$ cat config.mk
export PLATFORM = sky130hd
export DESIGN_NAME = mem_port_arbiter
export DESIGN_NICKNAME = d
export VERILOG_FILES = /design/src/rtl/mem_port_arbiter.sv
export SDC_FILE = /design/constraint.sdc
export NUM_CORES = 1
export LEC_CHECK = 0
export ABC_AREA = 1
export CORE_MARGIN = 5
export CORE_UTILIZATION = 63
export DETAILED_ROUTE_END_ITERATION = 10
export DONT_BUFFER_PORTS = 1
export PLACE_DENSITY = 0.78
export SLEW_MARGIN = 10
export SYNTH_ARGS = -nofsm -noshare
export SYNTH_HDL_FRONTEND = slang
export SYNTH_SLANG_ARGS = --single-unit
$ cat constraint.sdc
create_clock -name clk -period 2.1 [get_ports clk]
set_clock_uncertainty 0.1 [all_clocks]
set_input_delay 0.63 -clock clk [delete_from_list [all_inputs] [get_ports clk]]
set_output_delay 0.63 -clock clk [all_outputs]
set_load 0.01 [all_outputs]
$ cat src/rtl/mem_port_arbiter.sv
// -----------------------------------------------------------------------------
// mem_port_arbiter
//   Shares one single-port synchronous RAM between two requesters:
//   port A (CPU fetch/LDR/STR) and port B (loader/debug master).
//   Every transaction takes exactly three cycles: IDLE (capture) ->
//   ACCESS (drive RAM, write commits) -> DONE (ack pulse, read data returned).
//
// Ports
//   clk                     rising-edge clock
//   reset                   synchronous, active-low reset
//   a_req/a_we/a_addr/a_wdata  port A request (held stable until a_ack)
//   a_ack                   port A one-cycle completion pulse
//   a_rdata                 port A read data, valid with a_ack on reads
//   b_*                     same as port A, for port B
//   mem_addr/mem_we/mem_wdata  RAM command outputs
//   mem_rdata               RAM read data, one cycle after mem_addr
//   busy                    1 whenever the FSM is not IDLE
//   owner                   0=A, 1=B; port currently/last granted
//
// Configuration macro
//   ARB_RR_EN  defined  : contended grants alternate (round robin)
//              undefined: fixed priority, A always beats B
// -----------------------------------------------------------------------------
module mem_port_arbiter #(
  parameter int DATA_W = 16,
  parameter int ADDR_W = 9
) (
  input  logic              clk,
  input  logic              reset,
  input  logic              a_req,
  input  logic              a_we,
  input  logic [ADDR_W-1:0] a_addr,
  input  logic [DATA_W-1:0] a_wdata,
  output logic              a_ack,
  output logic [DATA_W-1:0] a_rdata,
  input  logic              b_req,
  input  logic              b_we,
  input  logic [ADDR_W-1:0] b_addr,
  input  logic [DATA_W-1:0] b_wdata,
  output logic              b_ack,
  output logic [DATA_W-1:0] b_rdata,
  output logic [ADDR_W-1:0] mem_addr,
  output logic              mem_we,
  output logic [DATA_W-1:0] mem_wdata,
  input  logic [DATA_W-1:0] mem_rdata,
  output logic              busy,
  output logic              owner
);

  typedef enum logic [1:0] {
    IDLE   = 2'd0,
    ACCESS = 2'd1,
    DONE   = 2'd2
  } state_e;

  state_e              state_q, state_d;
  logic                grant_b;        // winner of this IDLE cycle: 1=B, 0=A
  logic                any_req;
  logic                we_q;           // latched write flag of the granted port
  logic                owner_q;
  logic [ADDR_W-1:0]   mem_addr_q;
  logic [DATA_W-1:0]   mem_wdata_q;
  logic [DATA_W-1:0]   a_rdata_q;
  logic [DATA_W-1:0]   b_rdata_q;
  logic                rd_done;

`ifdef ARB_RR_EN
  logic                last_winner_q;  // 1=B; resets to B so A wins the first contest
`endif

  assign any_req = a_req | b_req;

  // NOTE: every variable assigned in always_comb gets a default at the top so
  // no path leaves it unassigned; otherwise synthesis infers a latch.
  always_comb begin
    state_d = state_q;
`ifdef ARB_RR_EN
    grant_b = (a_req && b_req) ? ~last_winner_q : b_req;
`else
    grant_b = b_req & ~a_req;
`endif
    unique case (state_q)
      IDLE:    if (any_req) state_d = ACCESS;
      ACCESS:  state_d = DONE;
      DONE:    state_d = IDLE;
      default: state_d = IDLE;
    endcase
  end

  // NOTE: state registers use non-blocking assignments so every flop samples
  // values from before the edge, independent of statement order.
  always_ff @(posedge clk) begin
    if (!reset) begin
      state_q       <= IDLE;
      we_q          <= 1'b0;
      owner_q       <= 1'b0;
      mem_addr_q    <= '0;
      mem_wdata_q   <= '0;
      a_rdata_q     <= '0;
      b_rdata_q     <= '0;
`ifdef ARB_RR_EN
      last_winner_q <= 1'b1;
`endif
    end else begin
      state_q <= state_d;
      if (state_q == IDLE && any_req) begin
        owner_q     <= grant_b;
        we_q        <= grant_b ? b_we    : a_we;
        mem_addr_q  <= grant_b ? b_addr  : a_addr;
        mem_wdata_q <= grant_b ? b_wdata : a_wdata;
`ifdef ARB_RR_EN
        last_winner_q <= grant_b;
`endif
      end
      // Capture read data so it persists after the DONE cycle.
      if (rd_done) begin
        if (owner_q) b_rdata_q <= mem_rdata;
        else         a_rdata_q <= mem_rdata;
      end
    end
  end

  // RAM data for the granted read arrives in DONE; forward it combinationally
  // so it is visible in the same cycle as the ack.
  assign rd_done   = (state_q == DONE) && !we_q;
  assign a_ack     = (state_q == DONE) && !owner_q;
  assign b_ack     = (state_q == DONE) &&  owner_q;
  assign a_rdata   = (rd_done && !owner_q) ? mem_rdata : a_rdata_q;
  assign b_rdata   = (rd_done &&  owner_q) ? mem_rdata : b_rdata_q;
  assign mem_we    = (state_q == ACCESS) && we_q;
  assign mem_addr  = mem_addr_q;
  assign mem_wdata = mem_wdata_q;
  assign busy      = (state_q != IDLE);
  assign owner     = owner_q;

endmodule

Word-level counts from Yosys, hierarchy flattened
Index checks and enable logic that the tools add are counted.

operators by class
  eq/ne operators = 3
  muxes and demuxes = 7
  bitwise logic cells = 4
  reduce and logical (&&, ||, !) cells = 13

operators with widths
  cell                                           number
  two-way mux 16 bit                             3
  two-way mux 9 bit                              1
  logical AND 1 bit                              7
  one-hot mux 2 bit (2 select lines)             1
  AND reduction 2 bit                            2
  == test 2 x 1 -> 1 bit, second input constant  1
  == test 2 bit, second input constant           1
  logical NOT 1 bit                              2
  logical NOT 2 bit                              1
  two-way mux 2 bit                              1
  inequality test 2 bit, second input constant   1
  NOT 1 bit                                      2
  nonzero test 2 bit                             1
  AND 1 bit                                      1
  two-way mux 1 bit                              1
  bitwise OR 1 bit                               1

word-level totals
  register bits = 61
  bits of input ports = 72
  output and inout port bits = 62

Longest topological paths before layout
Gate-level depths: netlist of the first run.

  depth after elaboration = 4
  depth in mapped cells = 8

Worst setup path after synthesis of the first run
No wires, ideal clock.

  path kind = register -> output
  start point = register owner_q, in the netlist owner
  end point = output b_rdata[10]
  arrival time = 1.135 ns
  path slack = 0.235 ns
  stages on the path, launching flop included = 6
  path through = dfxtp_1 -> buf_2 -> buf_1 -> nand4_1 -> nand2_1 -> inv_1

on the way
  word-level cells in the longest chain between the ends = 2

RTL lines
  item                    RTL line  text
  from (decl)             60        logic owner_q;
  from (signal assigned)  107       owner_q <= grant_b;
  logical AND 1 bit       129       assign b_rdata = (rd_done && owner_q) ? mem_rdata : b_rdata_q;
  two-way mux 16 bit      129
  to (decl)               41        output logic [DATA_W-1:0] b_rdata,

Every way passes these cells.

Worst setup path after layout of the first run
  start point = register state_q[1]
  end point = output b_rdata[13]

on the way
  word-level cells in the longest chain between the ends = 4

RTL lines
  item                    RTL line  text
  from (decl)             56        state_e state_q, state_d;
  from (signal assigned)  105       state_q <= state_d;
  == test 2 bit           125       assign rd_done = (state_q == DONE) && !we_q;
  logical AND 1 bit       125
  logical AND 1 bit       129
  two-way mux 16 bit      129

Every way passes these cells.

==> results of run 1 <==
==> final cells by class <==
class,instances,area [um^2],area share (%)
Multi-Input combinational cell,327,1573,40.07
Clock inverter,4,47.55,1.211
Timing Repair Buffer,34,302.8,7.714
Tap cell,70,87.58,2.231
Inverter,140,535.5,13.64
Clock buffer,11,151.4,3.857
Sequential cell,61,1227,31.27
==> state kept, by name, summed over array words and instances, names as in the netlist <==
| name | cells |
|---|---|
| b_rdata_q | 16 |
| mem_wdata | 16 |
| a_rdata_q | 16 |
| state_q | 2 |
| owner | 1 |
| mem_addr | 9 |
| we_q | 1 |
==> critical path: cells and delay by family, from the launching register on <==
family                 cells  cell delay (ns)
buffers and inverters      3             0.26
flip-flops                 1             0.33
AND/OR/NAND/NOR            4             0.48
==> cell usage after synthesis, types with 3 or more instances <==
cell type,instances,area share [%]
nand2_1,118,13
clkbuf_1,12,1.4
nor2_1,113,13
nand3_1,52,7.8
buf_2,12,1.8
dfxtp_1,61,37
nand4_1,32,6.0
inv_1,134,15
clkinv_1,3,0.34
buf_4,3,0.68
inv_2,3,0.34
==> what timing repair did <==
action	4_1_cts	5_1_grt
gates cloned	2	0
setup endpoints to repair	35	34
gates resized for setup	75	18
pin swaps	14	10
buffers inserted	15	1
hold endpoints to repair	0	0
==> per-layer routing <==
metal	global-route usage (%)	part of all wire, %	wire length [um]	up-vias
met4	14.22	3.1	274	0
met2	48.00	51	4562	147
met5	0	0	0	-
li1	-	-	-	1676
met3	7.375	8.4	741	26
met1	27.50	37	3288	1408
==> path summary, 6_finish.rpt <==
kind	startpoint	endpoint	slack, ns	cells after the start
max	state_q[1]	b_rdata[13]	-0.04	7
min	reset	mem_wdata[4]	0.31	2
max reg2reg	state_q[1]	a_rdata_q[15]	0.41	11
min reg2reg	state_q[0]	state_q[1]	0.41	2
==> power by group through the flow <==
stage,registers (mW),logic (mW),clock network (mW)
after floorplan,1.33,0.411,0
after global placement,1.34,0.469,0
after detailed placement,1.35,0.480,0
after CTS,1.32,0.546,1.06
after global routing,1.33,0.639,1.12
final,1.32,0.561,1.05
==> kinds of logic (layout without fill, tap and decap cells) <==
kind of cell    count (synthesis)  after routing  share of synthesized area, %
compound gates                  1              1                        0.1505
buf+inv                       171            189                         20.56
flops                          61             61                         36.76
simple gates                  324            326                         42.52
==> stage by stage <==
step           utilization, %  hold WS, ns
2_1_floorplan               -       0.3832
4_1_cts                 75.85       0.3009
5_1_grt                 76.85       0.3012
3_3_place_gp            66.81       0.3955
6_report                76.85       0.3113
3_5_place_dp            66.81       0.4085
==> impl_metrics.py, run 1 <==
metrics = {
    "routing": {
        "routedWlPerCell_um": 13.70,
        "drc": 0,
        "dr.first_iter.drc_count": 124,
        "drt_pass1_iterations": 4,
        "post_drt_via_cell_ratio": 5.034,
        "drtAntennaViolNets": 0,
        "num_vias": 3257,
        "routed_wl_um": 8866,
    },
    "timing": {
        "setup_ws_ns": -0.04326,
        "slew_violations": 0,
        "hold_viol_final": 0,
        "fmax_mhz": 466.6,
        "setup_violations": 30,
        "finalSetupTns_ns": -0.5940,
        "max_slew_margin_pct": 73.96,
        "rsz0062_at_grt": "true",
        "tightestPinTransition_ns": 0.3882,
        "layout_worst_path_cycle_share_pct": 102.1,
        "min_period_ns": 2.143,
    },
    "clock_network": {
        "clk_pin_slew_ns": 0.07,
        "cts_sinks": 61,
        "clk_latency_ns": 0.33,
        "cts_root_buffer": "clkbuf_8",
        "cts_hold_buf": 0,
        "cts_tree": "done",
        "htreeDepth": 3,
        "cts_buffers": 9,
        "clockBufferDepth": 2,
    },
    "critical_path": {
        "worst_ep_arrival_time_ns": 1.41,
        "path_class": "reg2out",
        "cpMaxStageDelayCell": "dfxtp_2",
        "cp_cell_sequence": "inv_2 -> nor2_8 -> buf_6 -> nand3_4 -> nand2_1 -> nand2_2 -> inv_2",
        "required_ns": 1.37,
        "critPathMaxStageDelay_ns": 0.33,
        "cp-end-kind": "primary output",
        "cpMostUsedCell": "inv_2",
        "startpoint_type": "flip-flop",
        "path_max_fanout": 8,
    },
    "yosys": {
        "syn_avg_cell_area_um2": 5.964,
        "ys_seq_elements": 61,
        "synthCells": 557,
        "ys_warn_count": 0,
        "yosysSeqAreaShare_pct": 36.76,
        "synth.distinct_cells": 21,
        "syn_nets": 629,
        "synthArstFlopShare_pct": 0,
        "synth_edf_count": 0,
        "syn_area_um2": 3322,
        "synthFlopType": "dfxtp_1",
    },
    "floorplan": {
        "die-area_um2": 6825,
        "die_w_um": 82.62,
        "io_pins": 134,
        "die_y_um": 82.62,
        "start_util_pct": 65.04,
        "row_count": 26,
        "core_area_um2": 5107,
    },
    "power": {
        "clockPowerShare_pct": 35.7,
        "power_density_nw_per_um2": 745.9,
        "switching_share_pct": 30.10,
        "p_sw_mw": 0.8812,
        "irDropWorstVdd_uv": 475.6,
        "p_comb_share_pct": 19.2,
        "power.total_mw": 2.928,
        "internal-power_mw": 2.046,
        "p_leak_nw": 2.146,
        "seqPwrFrac_pct": 45.1,
    },
    "place": {
        "dp_slack_ns": 0.08291,
        "place.port_buffers": 0,
        "hpwl_um": 5752,
        "dp.cells": 614,
        "placed_area_um2": 3412,
        "gp_congestion": 0.8100,
    },
    "layout": {
        "fin_cells": 647,
        "antennaDiodeCount": 0,
        "fillers": 411,
        "area_delta_synth_final_pct": 18.15,
        "mostFrequentLayoutCells": "nor2_1, inv_1, nand2_1, dfxtp_1, nand3_1",
        "drive_gt1_share_pct": 24.26,
        "fin_area_um2": 3925,
        "nets": 645,
        "layout_commonest_cell": "nor2_1",
    },
    "global_routing": {
        "grt_overflow": 0,
        "antenna_found_initial": 0,
        "grt_max_degree": 29,
        "gr-usage-all-layers_pct": 26.50,
        "grt_pass1_wl_um": 13650,
        "grt_pass1_vias": 3019,
    },
    "worst_hold_path": {
        "min_path_type": "in2reg",
    },
    "run": {
        "max-cap-violations": 0,
    },
    "status": {
        "status": "finished with violations",
        "violations": "setup timing",
    },
}
Power figures use the tool's default switching activity.
==> run 2: changes to the inputs <==
--- a/config.mk
+++ b/config.mk
@@ -6,6 +6,7 @@
 export NUM_CORES = 1
 export LEC_CHECK = 0
 export ABC_AREA = 1
+export CORE_ASPECT_RATIO = 2
 export CORE_MARGIN = 5
 export CORE_UTILIZATION = 63
 export DETAILED_ROUTE_END_ITERATION = 10
==> run 2 against run 1 <==
  * The flow still finishes with violations (setup timing)
  * First-iteration DRC count increased by 62%
  * Hold slack got worse by 0.0041 ns
  * Critical path type unchanged
  * Flip-flop and latch count unchanged
  * Register-to-register slack improved by 0.20 ns
==> impl_metrics.py, run 2 (same netlist as run 1, synthesis figures left out) <==
metrics = {
    "status": {
        "status": "finished with violations",
        "violations": "setup timing",
    },
    "timing": {
        "fmax_mhz": 465.0,
        "setup_violations": 30,
        "hold_slack_ns": 0.3073,
        "finalSetupTns_ns": -0.5375,
        "tightestPinTransition_ns": 0.3680,
        "rsz0062_at_grt": "true",
        "slew_violations": 0,
        "hold_viol_final": 0,
        "max_slew_margin_pct": 75.38,
        "setup_ws_ns": -0.05059,
        "layout_worst_path_cycle_share_pct": 102.4,
        "min_period_ns": 2.151,
    },
    "global_routing": {
        "grt_pass1_vias": 3084,
        "antenna_found_initial": 0,
        "grt_overflow": 0,
        "gr-usage-all-layers_pct": 25.10,
        "grt_max_degree": 36,
        "grt_pass1_wl_um": 13420,
    },
    "critical_path": {
        "cp_cell_sequence": "inv_2 -> nor2_8 -> buf_6 -> nand3_4 -> nand2_2 -> nand2_2 -> inv_2",
        "worst_ep_arrival_time_ns": 1.42,
        "required_ns": 1.37,
        "worst_r2r_path_depth": 7,
        "cpMaxStageDelayCell": "dfxtp_2",
        "cp-end-kind": "primary output",
        "startpoint_type": "flip-flop",
        "path_class": "reg2out",
        "path_max_fanout": 8,
        "critPathMaxStageDelay_ns": 0.34,
    },
    "place": {
        "dp_slack_ns": 0.1328,
        "dp.cells": 599,
        "hpwl_um": 5683,
        "place.port_buffers": 0,
        "gp_congestion": 0.8343,
        "placed_area_um2": 3362,
    },
    "clock_network": {
        "cts_hold_buf": 0,
        "cts_buffers": 9,
        "clk_latency_ns": 0.34,
        "clockBufferDepth": 2,
        "cts_root_buffer": "clkbuf_8",
        "clk_pin_slew_ns": 0.06,
        "cts_sinks": 61,
        "htreeDepth": 3,
        "cts_tree": "done",
    },
    "floorplan": {
        "core_area_um2": 5139,
        "start_util_pct": 64.65,
        "row_count": 37,
        "io_pins": 134,
        "die_w_um": 61.35,
        "die_y_um": 112.7,
        "die-area_um2": 6913,
    },
    "layout": {
        "mostFrequentLayoutCells": "nor2_1, inv_1, nand2_1, dfxtp_1, nand3_1",
        "layout_commonest_cell": "nor2_1",
        "area_delta_synth_final_pct": 14.80,
        "nets": 633,
        "fillers": 442,
        "fin_cells": 624,
        "drive_gt1_share_pct": 22.61,
        "antennaDiodeCount": 0,
        "fin_area_um2": 3814,
    },
    "routing": {
        "routedWlPerCell_um": 13.54,
        "drtAntennaViolNets": 0,
        "drt_pass1_iterations": 4,
        "dr.first_iter.drc_count": 201,
        "post_drt_via_cell_ratio": 5.258,
        "drc": 0,
        "routed_wl_um": 8447,
        "num_vias": 3281,
    },
    "worst_hold_path": {
        "min_path_type": "in2reg",
        "hold_depth": 2,
    },
    "power": {
        "irDropWorstVdd_uv": 658.2,
        "power_density_nw_per_um2": 730.9,
        "p_leak_nw": 2.086,
    },
    "run": {
        "max-cap-violations": 0,
    },
}
[run 2: final timing paths]
path | end | startpoint | slack [ns]
max | a_rdata[7] | state_q[1] | -0.05
min | mem_wdata[2] | reset | 0.31
min reg2reg | state_q[1] | state_q[0] | 0.42
max reg2reg | mem_addr[0] | state_q[1] | 0.61
[run 2: power by group]
part	leakage [nW]	total, mW	switching (mW)	internal (mW)
combinational	1.50	0.548	0.355	0.193
sequential	0.501	1.32	0.0807	1.24
clock	0.0877	0.919	0.426	0.493
total	2.09	2.79	0.862	1.93
[run 2: per-layer routing]
metal	routed length (um)	track usage (%)	vias up
met3	717	7.648	32
li1	-	-	1652
met4	363	13.31	0
met5	0	0	-
met1	2882	25.73	1459
met2	4484	43.28	138
[run 2: layout make-up]
| class | count | area [um^2] | area share, % |
|---|---|---|---|
| sequential | 61 | 1227 | 32.19 |
| clock inverter | 1 | 5.005 | 0.1312 |
| timing repair buffer | 22 | 232.7 | 6.102 |
| clock buffer | 15 | 166.4 | 4.364 |
| multi-input combinational | 327 | 1578 | 41.37 |
| tap | 58 | 72.57 | 1.903 |
| inverter | 140 | 531.8 | 13.94 |
[run 2: per-stage QoR]
step / power [mW] / utilization, %
finish: 2.788 / 74.21
global route: 2.955 / 74.21
CTS: 2.789 / 73.07
detailed placement: 1.817 / 65.42
global placement: 1.805 / 65.42
floorplan: 1.738 / -
[run 2: worst max-delay path, delay by kind of cell (launching register included)]
family / cells / cell delay [ns]
AND/OR/NAND/NOR: 4 / 0.46
flip-flops: 1 / 0.34
buffers and inverters: 3 / 0.28
[run 2: timing repair]
| item | 4_1_cts | 5_1_grt |
|---|---|---|
| gates cloned | 3 | 0 |
| pin swaps | 16 | 11 |
| setup endpoints to repair | 34 | 34 |
| gates resized for setup | 74 | 21 |
| buffers inserted | 5 | 1 |
